$ cat config.mk
export PLATFORM = sky130hd
export DESIGN_NAME = decode_stage
export DESIGN_NICKNAME = d
export VERILOG_FILES = /design/src/rtl/decode_pkg.sv /design/src/rtl/decode_stage_register_file.sv /design/src/rtl/decode_stage.sv
export SDC_FILE = /design/constraint.sdc
export NUM_CORES = 2
export LEC_CHECK = 0
export CORE_MARGIN = 4
export CORE_UTILIZATION = 61
export DETAILED_ROUTE_END_ITERATION = 7
export PLACE_DENSITY = 0.8
export SLEW_MARGIN = 20
export SYNTH_ARGS = -nofsm -noshare
export SYNTH_HDL_FRONTEND = slang
export SYNTH_SLANG_ARGS = --single-unit
export TNS_END_PERCENT = 100
$ cat constraint.sdc
create_clock -name clk -period 1.85 [get_ports clk]
set_input_delay 0.4625 -clock clk [delete_from_list [all_inputs] [get_ports clk]]
set_output_delay 0.4625 -clock clk [all_outputs]
set_load 0.01 [all_outputs]
$ cat src/rtl/decode_pkg.sv
// Shared definitions for the instruction decode stage: opcode constants,
// instruction field positions, default widths and the field decoder.
// Optional feature macro used by decode_stage: DECODE_LOAD_USE_HAZARD_EN.
package decode_pkg;

   // Default widths
   localparam int DATA_W_DEF  = 32;
   localparam int ADDR_W_DEF  = 5;
   localparam int REG_CNT_DEF = 32;

   // Opcode constants
   localparam logic [5:0] OP_RTYPE = 6'h00;
   localparam logic [5:0] OP_LW    = 6'h23;
   localparam logic [5:0] OP_SW    = 6'h2B;
   localparam logic [5:0] OP_BEQ   = 6'h04;

   // Instruction field bit positions
   localparam int OPCODE_MSB = 31;
   localparam int OPCODE_LSB = 26;
   localparam int RS_MSB     = 25;
   localparam int RS_LSB     = 21;
   localparam int RT_MSB     = 20;
   localparam int RT_LSB     = 16;
   localparam int RD_MSB     = 15;
   localparam int RD_LSB     = 11;
   localparam int FUNCT_MSB  = 5;
   localparam int FUNCT_LSB  = 0;
   localparam int IMM_MSB    = 15;
   localparam int IMM_LSB    = 0;

   // Decoded instruction fields held in the decode/execute latch
   typedef struct packed {
      logic [5:0]  opcode;
      logic [4:0]  rs;
      logic [4:0]  rt;
      logic [4:0]  rd;
      logic [5:0]  funct;
      logic [31:0] imm;
   } dec_fields_t;

   // Sign-extend a 16-bit immediate to 32 bits
   function automatic logic [31:0] sign_ext16(input logic [15:0] val);
      return {{16{val[15]}}, val};
   endfunction

   // Split a 32-bit instruction word into its fields
   function automatic dec_fields_t decode_fields(input logic [31:0] instr);
      dec_fields_t f;
      f.opcode = instr[OPCODE_MSB:OPCODE_LSB];
      f.rs     = instr[RS_MSB:RS_LSB];
      f.rt     = instr[RT_MSB:RT_LSB];
      f.rd     = instr[RD_MSB:RD_LSB];
      f.funct  = instr[FUNCT_MSB:FUNCT_LSB];
      f.imm    = sign_ext16(instr[IMM_MSB:IMM_LSB]);
      return f;
   endfunction

endpackage

$ cat src/rtl/decode_stage_register_file.sv
// Architectural register file: two combinational read ports, one synchronous
// write port, register 0 hardwired to zero, whole array cleared on reset.
module register_file
   import decode_pkg::*;
#(
   parameter int DATA_W  = DATA_W_DEF,
   parameter int REG_CNT = REG_CNT_DEF,
   parameter int ADDR_W  = ADDR_W_DEF
) (
   input  logic              clk,
   input  logic              rst_n,
   input  logic              we_i,
   input  logic [ADDR_W-1:0] waddr_i,
   input  logic [DATA_W-1:0] wdata_i,
   input  logic [ADDR_W-1:0] raddr_a_i,
   output logic [DATA_W-1:0] rdata_a_o,
   input  logic [ADDR_W-1:0] raddr_b_i,
   output logic [DATA_W-1:0] rdata_b_o
);

   logic [DATA_W-1:0] mem_q [REG_CNT];

   // Storage array: cleared on reset, written on we_i except for register 0
   always_ff @(posedge clk or negedge rst_n) begin
      if (!rst_n) begin
         for (int i = 0; i < REG_CNT; i++) begin
            mem_q[i] <= {DATA_W{1'b0}};
         end
      end else if (we_i && (waddr_i != {ADDR_W{1'b0}})) begin
         mem_q[waddr_i] <= wdata_i;
      end
   end

   // Read ports: register 0 always reads zero regardless of array contents
   always_comb begin
      rdata_a_o = {DATA_W{1'b0}};
      rdata_b_o = {DATA_W{1'b0}};
      if (raddr_a_i != {ADDR_W{1'b0}}) begin
         rdata_a_o = mem_q[raddr_a_i];
      end else begin
         rdata_a_o = {DATA_W{1'b0}};
      end
      if (raddr_b_i != {ADDR_W{1'b0}}) begin
         rdata_b_o = mem_q[raddr_b_i];
      end else begin
         rdata_b_o = {DATA_W{1'b0}};
      end
   end

endmodule

$ cat src/rtl/decode_stage.sv
// Instruction decode stage: splits the fetched instruction into fields,
// reads operands (with write-back bypass), sign-extends the immediate and
// registers everything into the decode/execute latch under flush/stall.
// Optional feature macro: DECODE_LOAD_USE_HAZARD_EN (load-use bubble
// insertion); when undefined, load-use hazards are handled outside.
module decode_stage
   import decode_pkg::*;
#(
   parameter int DATA_W  = DATA_W_DEF,
   parameter int REG_CNT = REG_CNT_DEF,
   parameter int ADDR_W  = ADDR_W_DEF
`ifdef DECODE_LOAD_USE_HAZARD_EN
   // Opcode that marks an instruction in the latch as a load
  ,parameter logic [5:0] LOAD_OPCODE = OP_LW
`endif
) (
   input  logic              clk,
   input  logic              rst_n,
   input  logic [31:0]       instr_in,
   input  logic [DATA_W-1:0] next_pc_in,
   input  logic              valid_in,
   input  logic              stall_in,
   input  logic              flush_in,
   input  logic              wb_en,
   input  logic [ADDR_W-1:0] wb_addr,
   input  logic [DATA_W-1:0] wb_data,
   output logic              ready_out,
   output logic              valid_out,
   output logic [DATA_W-1:0] pc_out,
   output logic [5:0]        opcode_out,
   output logic [5:0]        funct_out,
   output logic [4:0]        rs_addr_out,
   output logic [4:0]        rt_addr_out,
   output logic [4:0]        rd_addr_out,
   output logic [DATA_W-1:0] rs_data_out,
   output logic [DATA_W-1:0] rt_data_out,
   output logic [31:0]       imm_out
);

   dec_fields_t       dec_s;
   logic [DATA_W-1:0] rf_rs_s;
   logic [DATA_W-1:0] rf_rt_s;
   logic [DATA_W-1:0] rs_byp_s;
   logic [DATA_W-1:0] rt_byp_s;
   logic              hazard_s;

   logic              valid_q,   valid_d;
   logic [DATA_W-1:0] pc_q,      pc_d;
   dec_fields_t       fields_q,  fields_d;
   logic [DATA_W-1:0] rs_data_q, rs_data_d;
   logic [DATA_W-1:0] rt_data_q, rt_data_d;

   assign dec_s = decode_fields(instr_in);

   register_file #(
      .DATA_W  (DATA_W),
      .REG_CNT (REG_CNT),
      .ADDR_W  (ADDR_W)
   ) u_register_file (
      .clk       (clk),
      .rst_n     (rst_n),
      .we_i      (wb_en),
      .waddr_i   (wb_addr),
      .wdata_i   (wb_data),
      .raddr_a_i (dec_s.rs),
      .rdata_a_o (rf_rs_s),
      .raddr_b_i (dec_s.rt),
      .rdata_b_o (rf_rt_s)
   );

   // Write-through bypass: a same-edge write to a nonzero source register wins
   always_comb begin
      rs_byp_s = rf_rs_s;
      rt_byp_s = rf_rt_s;
      if (wb_en && (wb_addr == dec_s.rs) && (dec_s.rs != 5'd0)) begin
         rs_byp_s = wb_data;
      end else begin
         rs_byp_s = rf_rs_s;
      end
      if (wb_en && (wb_addr == dec_s.rt) && (dec_s.rt != 5'd0)) begin
         rt_byp_s = wb_data;
      end else begin
         rt_byp_s = rf_rt_s;
      end
   end

`ifdef DECODE_LOAD_USE_HAZARD_EN
   // Load-use detection: latched load targets a source of the incoming instruction
   always_comb begin
      hazard_s = 1'b0;
      if (valid_q && valid_in && (fields_q.opcode == LOAD_OPCODE) &&
          (fields_q.rt != 5'd0) &&
          ((fields_q.rt == dec_s.rs) || (fields_q.rt == dec_s.rt))) begin
         hazard_s = 1'b1;
      end else begin
         hazard_s = 1'b0;
      end
   end
`else
   assign hazard_s = 1'b0;
`endif

   assign ready_out = !stall_in && !hazard_s;

   // Latch next-state: flush beats stall beats hazard bubble beats load
   always_comb begin
      valid_d   = valid_q;
      pc_d      = pc_q;
      fields_d  = fields_q;
      rs_data_d = rs_data_q;
      rt_data_d = rt_data_q;
      if (flush_in) begin
         valid_d = 1'b0;
      end else if (stall_in) begin
         valid_d = valid_q;
      end else if (hazard_s) begin
         valid_d = 1'b0;
      end else begin
         valid_d   = valid_in;
         pc_d      = next_pc_in;
         fields_d  = dec_s;
         rs_data_d = rs_byp_s;
         rt_data_d = rt_byp_s;
      end
   end

   // Decode/execute latch registers
   always_ff @(posedge clk or negedge rst_n) begin
      if (!rst_n) begin
         valid_q   <= 1'b0;
         pc_q      <= {DATA_W{1'b0}};
         fields_q  <= '{opcode: 6'd0, rs: 5'd0, rt: 5'd0, rd: 5'd0,
                        funct: 6'd0, imm: 32'd0};
         rs_data_q <= {DATA_W{1'b0}};
         rt_data_q <= {DATA_W{1'b0}};
      end else begin
         valid_q   <= valid_d;
         pc_q      <= pc_d;
         fields_q  <= fields_d;
         rs_data_q <= rs_data_d;
         rt_data_q <= rt_data_d;
      end
   end

   assign valid_out   = valid_q;
   assign pc_out      = pc_q;
   assign opcode_out  = fields_q.opcode;
   assign funct_out   = fields_q.funct;
   assign rs_addr_out = fields_q.rs;
   assign rt_addr_out = fields_q.rt;
   assign rd_addr_out = fields_q.rd;
   assign rs_data_out = rs_data_q;
   assign rt_data_out = rt_data_q;
   assign imm_out     = fields_q.imm;

endmodule

==> results.txt <==
Die W: 320 um
Setup Viol. Count Final: 18
Initial Util: 61.5%
Core area: 96700 um^2
RePlAce Congestion: 0.889
Critical Path Source Type: flop
Worst EP required: 1.39 ns
PwrDens: 1030 nW/um^2
Clock buffer count from CTS: 119
Status: finished, violations left
Worst-margin pin slew: 0.496 ns
Detailed Route WL: 183 mm
1st-pass router iterations: 7
Static Leak: 32.1 nW
Root Driver: clkbuf_16
CP Class: reg -> out
Vias in the first global route: 43900
Synth top area share: 48.5%
CTS tree: built
Post-Place Setup Slack: -0.858 ns
# DRC: 0
Yosys reg bits: 1153
H-tree depth: 3
Net count reported at finish: 4635
# clock sinks: 1153
Via count: 41500
Max cap viols: 0
Drt initial violations: 4537
Main flop type after synthesis: dfrtp_1
Ports: 264
Fillers: 5562
Clock buffer depth: 3
Antenna Nets Post-Route: 0
YS warnings: 0
Synthesized area: 59500 um^2
Worst IR drop on VDD: 0.000883 V
Avg WL per Cell: 31.0 um
Crit path max-delay family: flip-flops
Fin. Hold Viols: 0
Fmax: 502 MHz
Footprint of the multi-input gates: 28600 um^2
Critical path endpoint category: output port
Worst-path cell chain: buf_6 -> buf_6 -> buf_6
Buf/Inv on CP: 3
Overflow after GRT: 0
Largest net degree at the start of global routing: 92
Dominant cells by area after synthesis: dfrtp_1 49%, mux2_2 20%, mux4_2 19%, nand2_1 1.8%, clkbuf_1 1.3%
Post-DP HPWL: 121 mm
Area growth from synthesis to layout: 22.1%
Final Max Slew Viols: 0
Worst Clk Skew: 0.0266 ns
Number of vias per cell: 7.03
Period utilization: 108%
Worst-path fanout max: 5
Final Power: 0.0748 W
Distinct cell type count after synthesis: 40
FF/Latch Area: 28900 um^2
Most frequent CP cell: buf_6
Port Buffers: 263
Die ar.: 103000 um^2
Ys async rst share: 100%
Post-synth EDFFs: 0
Min cycle time layout: 1.99 ns
Most common cell in the netlist: dfrtp_1
Initial antenna violation count: 7
Syn nets: 4178
Commonest cells post-synth: 1153 x dfrtp_1, 1046 x mux2_2, 512 x mux4_2
Combined global-route utilization of all metal layers: 35.8%
First-pass GRT wire length: 277 mm
Share of the yosys chip area belonging to registers: 48.5%
Slowest cell on crit path: dfrtp_2
CTS clk-pin slew, worst paths: 0.06 ns
Worst skew pair latency: 0.71 ns
CP peak stage delay: 0.44 ns
RSZ-0062 raised after global routing: true
Worst hold path type: in -> async
Slew margin rel.: 66.9%
ANT cells: 0
# rows: 114
Die Ht: 320 um
Fraction of layout cells with a size suffix above 1: 52.9%
Syn Inst Count: 4071
Critical path arrival: 1.53 ns
Final setup margin: -0.142 ns
Leading area contributor after synthesis: dfrtp_1
Failing checks: negative setup slack
Syn_area_per_cell: 14.6 um^2
logic make-up (layout without fill, tap and decap cells):
family / Yosys count / after routing / share of synthesized area [%]
xor gates and xnor gates: 9 / 9 / 0.133
muxes: 1638 / 1638 / 40.5
buffers and inverters: 476 / 1031 / 3.89
and+or+nand+nor: 473 / 473 / 3.33
AOI/OAI and AO/OA: 322 / 322 / 3.60
DFF: 1153 / 1153 / 48.5
cell type report:
class | count | share of cell area (%)
clock inverters | 50 | 0.804
well taps | 1276 | 2.20
multi-input cells | 2442 | 39.3
repair buffers | 810 | 13.2
flip-flops and latches | 1153 | 39.7
inverters | 2 | 0.0103
clock buffers | 169 | 4.80
repair_timing:
item                                   in CTS  in global routing
gates cloned                                1                  2
resized for setup                         419                 59
setup buffers                              19                  5
setup endpoints to repair                 216                 72
pin swaps                                   1                  7
hold buffers                                1                  0
endpoints found under the hold margin     163                  0
flip-flops by register name, summed over array words and instances (netlist names):
| name | count |
|---|---|
| rt_addr_out | 5 |
| rs_addr_out | 5 |
| valid_out | 1 |
| imm_out | 6 |
| u_register_file.mem_q | 1024 |
| rd_addr_out | 5 |
| funct_out | 5 |
| rt_data_out | 32 |
| pc_out | 32 |
| opcode_out | 6 |
| rs_data_out | 32 |
placed cells by master (no fill, tap or decap), drive strengths merged, types with 72 or more instances in the layout:
cell / count
mux2: 1054
clkdlybuf4s50: 96
mux4: 512
dfrtp: 1153
mux2i: 72
clkdlybuf4s15: 89
nor2: 111
buf: 607
nand2: 286
o22ai: 114
clkbuf: 174
final timing paths:
| check | startpoint | to | slack (ns) | cells past startpoint |
|---|---|---|---|---|
| max reg2reg | u_register_file.mem_q[307] | rs_data_out[19] | 0.01 | 5 |
| min reg2reg | u_register_file.mem_q[993] | u_register_file.mem_q[993] | 0.40 | 0 |
| min in group clk | instr_in[29] | opcode_out[3] | 0.29 | 3 |
| min | rst_n | u_register_file.mem_q[758] | 0.23 | 2 |
| max | rd_addr_out[4] | imm_out[30] | -0.14 | 3 |
| max in group asynchronous | rst_n | u_register_file.mem_q[999] | 0.73 | 4 |
where the power goes:
group / internal (W) / switching [W] / total, W
sequential: 0.0299 / 0.00375 / 0.0336
clock: 0.0147 / 0.0103 / 0.0250
combinational: 0.00988 / 0.00631 / 0.0162
per-stage QoR:
stage	TNS, ns	area [um^2]	instances	util (%)	hold slack [ns]
6_report	-0.997	72700	5902	75.1	0.235
5_1_grt	-1.73	72700	5902	75.1	0.245
3_5_place_dp	-644.29	68400	5655	70.8	0.362
4_1_cts	-2.99	72500	5895	75.0	0.218
2_1_floorplan	-13.65	60000	4071	-	0.167
3_3_place_gp	-582.82	68400	5655	70.8	0.365
worst register-to-register path, cell delays in order (launching register included):
cell and delay, ns:
dfrtp_1 0.40, mux4_2 0.48, o22ai_1 0.24, nor2_1 0.10, a22oi_1 0.35, a31oi_1 0.14
per-layer routing:
metal	share of wire [%]	GRT usage (%)
met3	11	10.1
met1	38	49.2
met5	0.022	0
met2	46	54.1
met4	4.9	16.5
(Power assumes the default switching activity.)
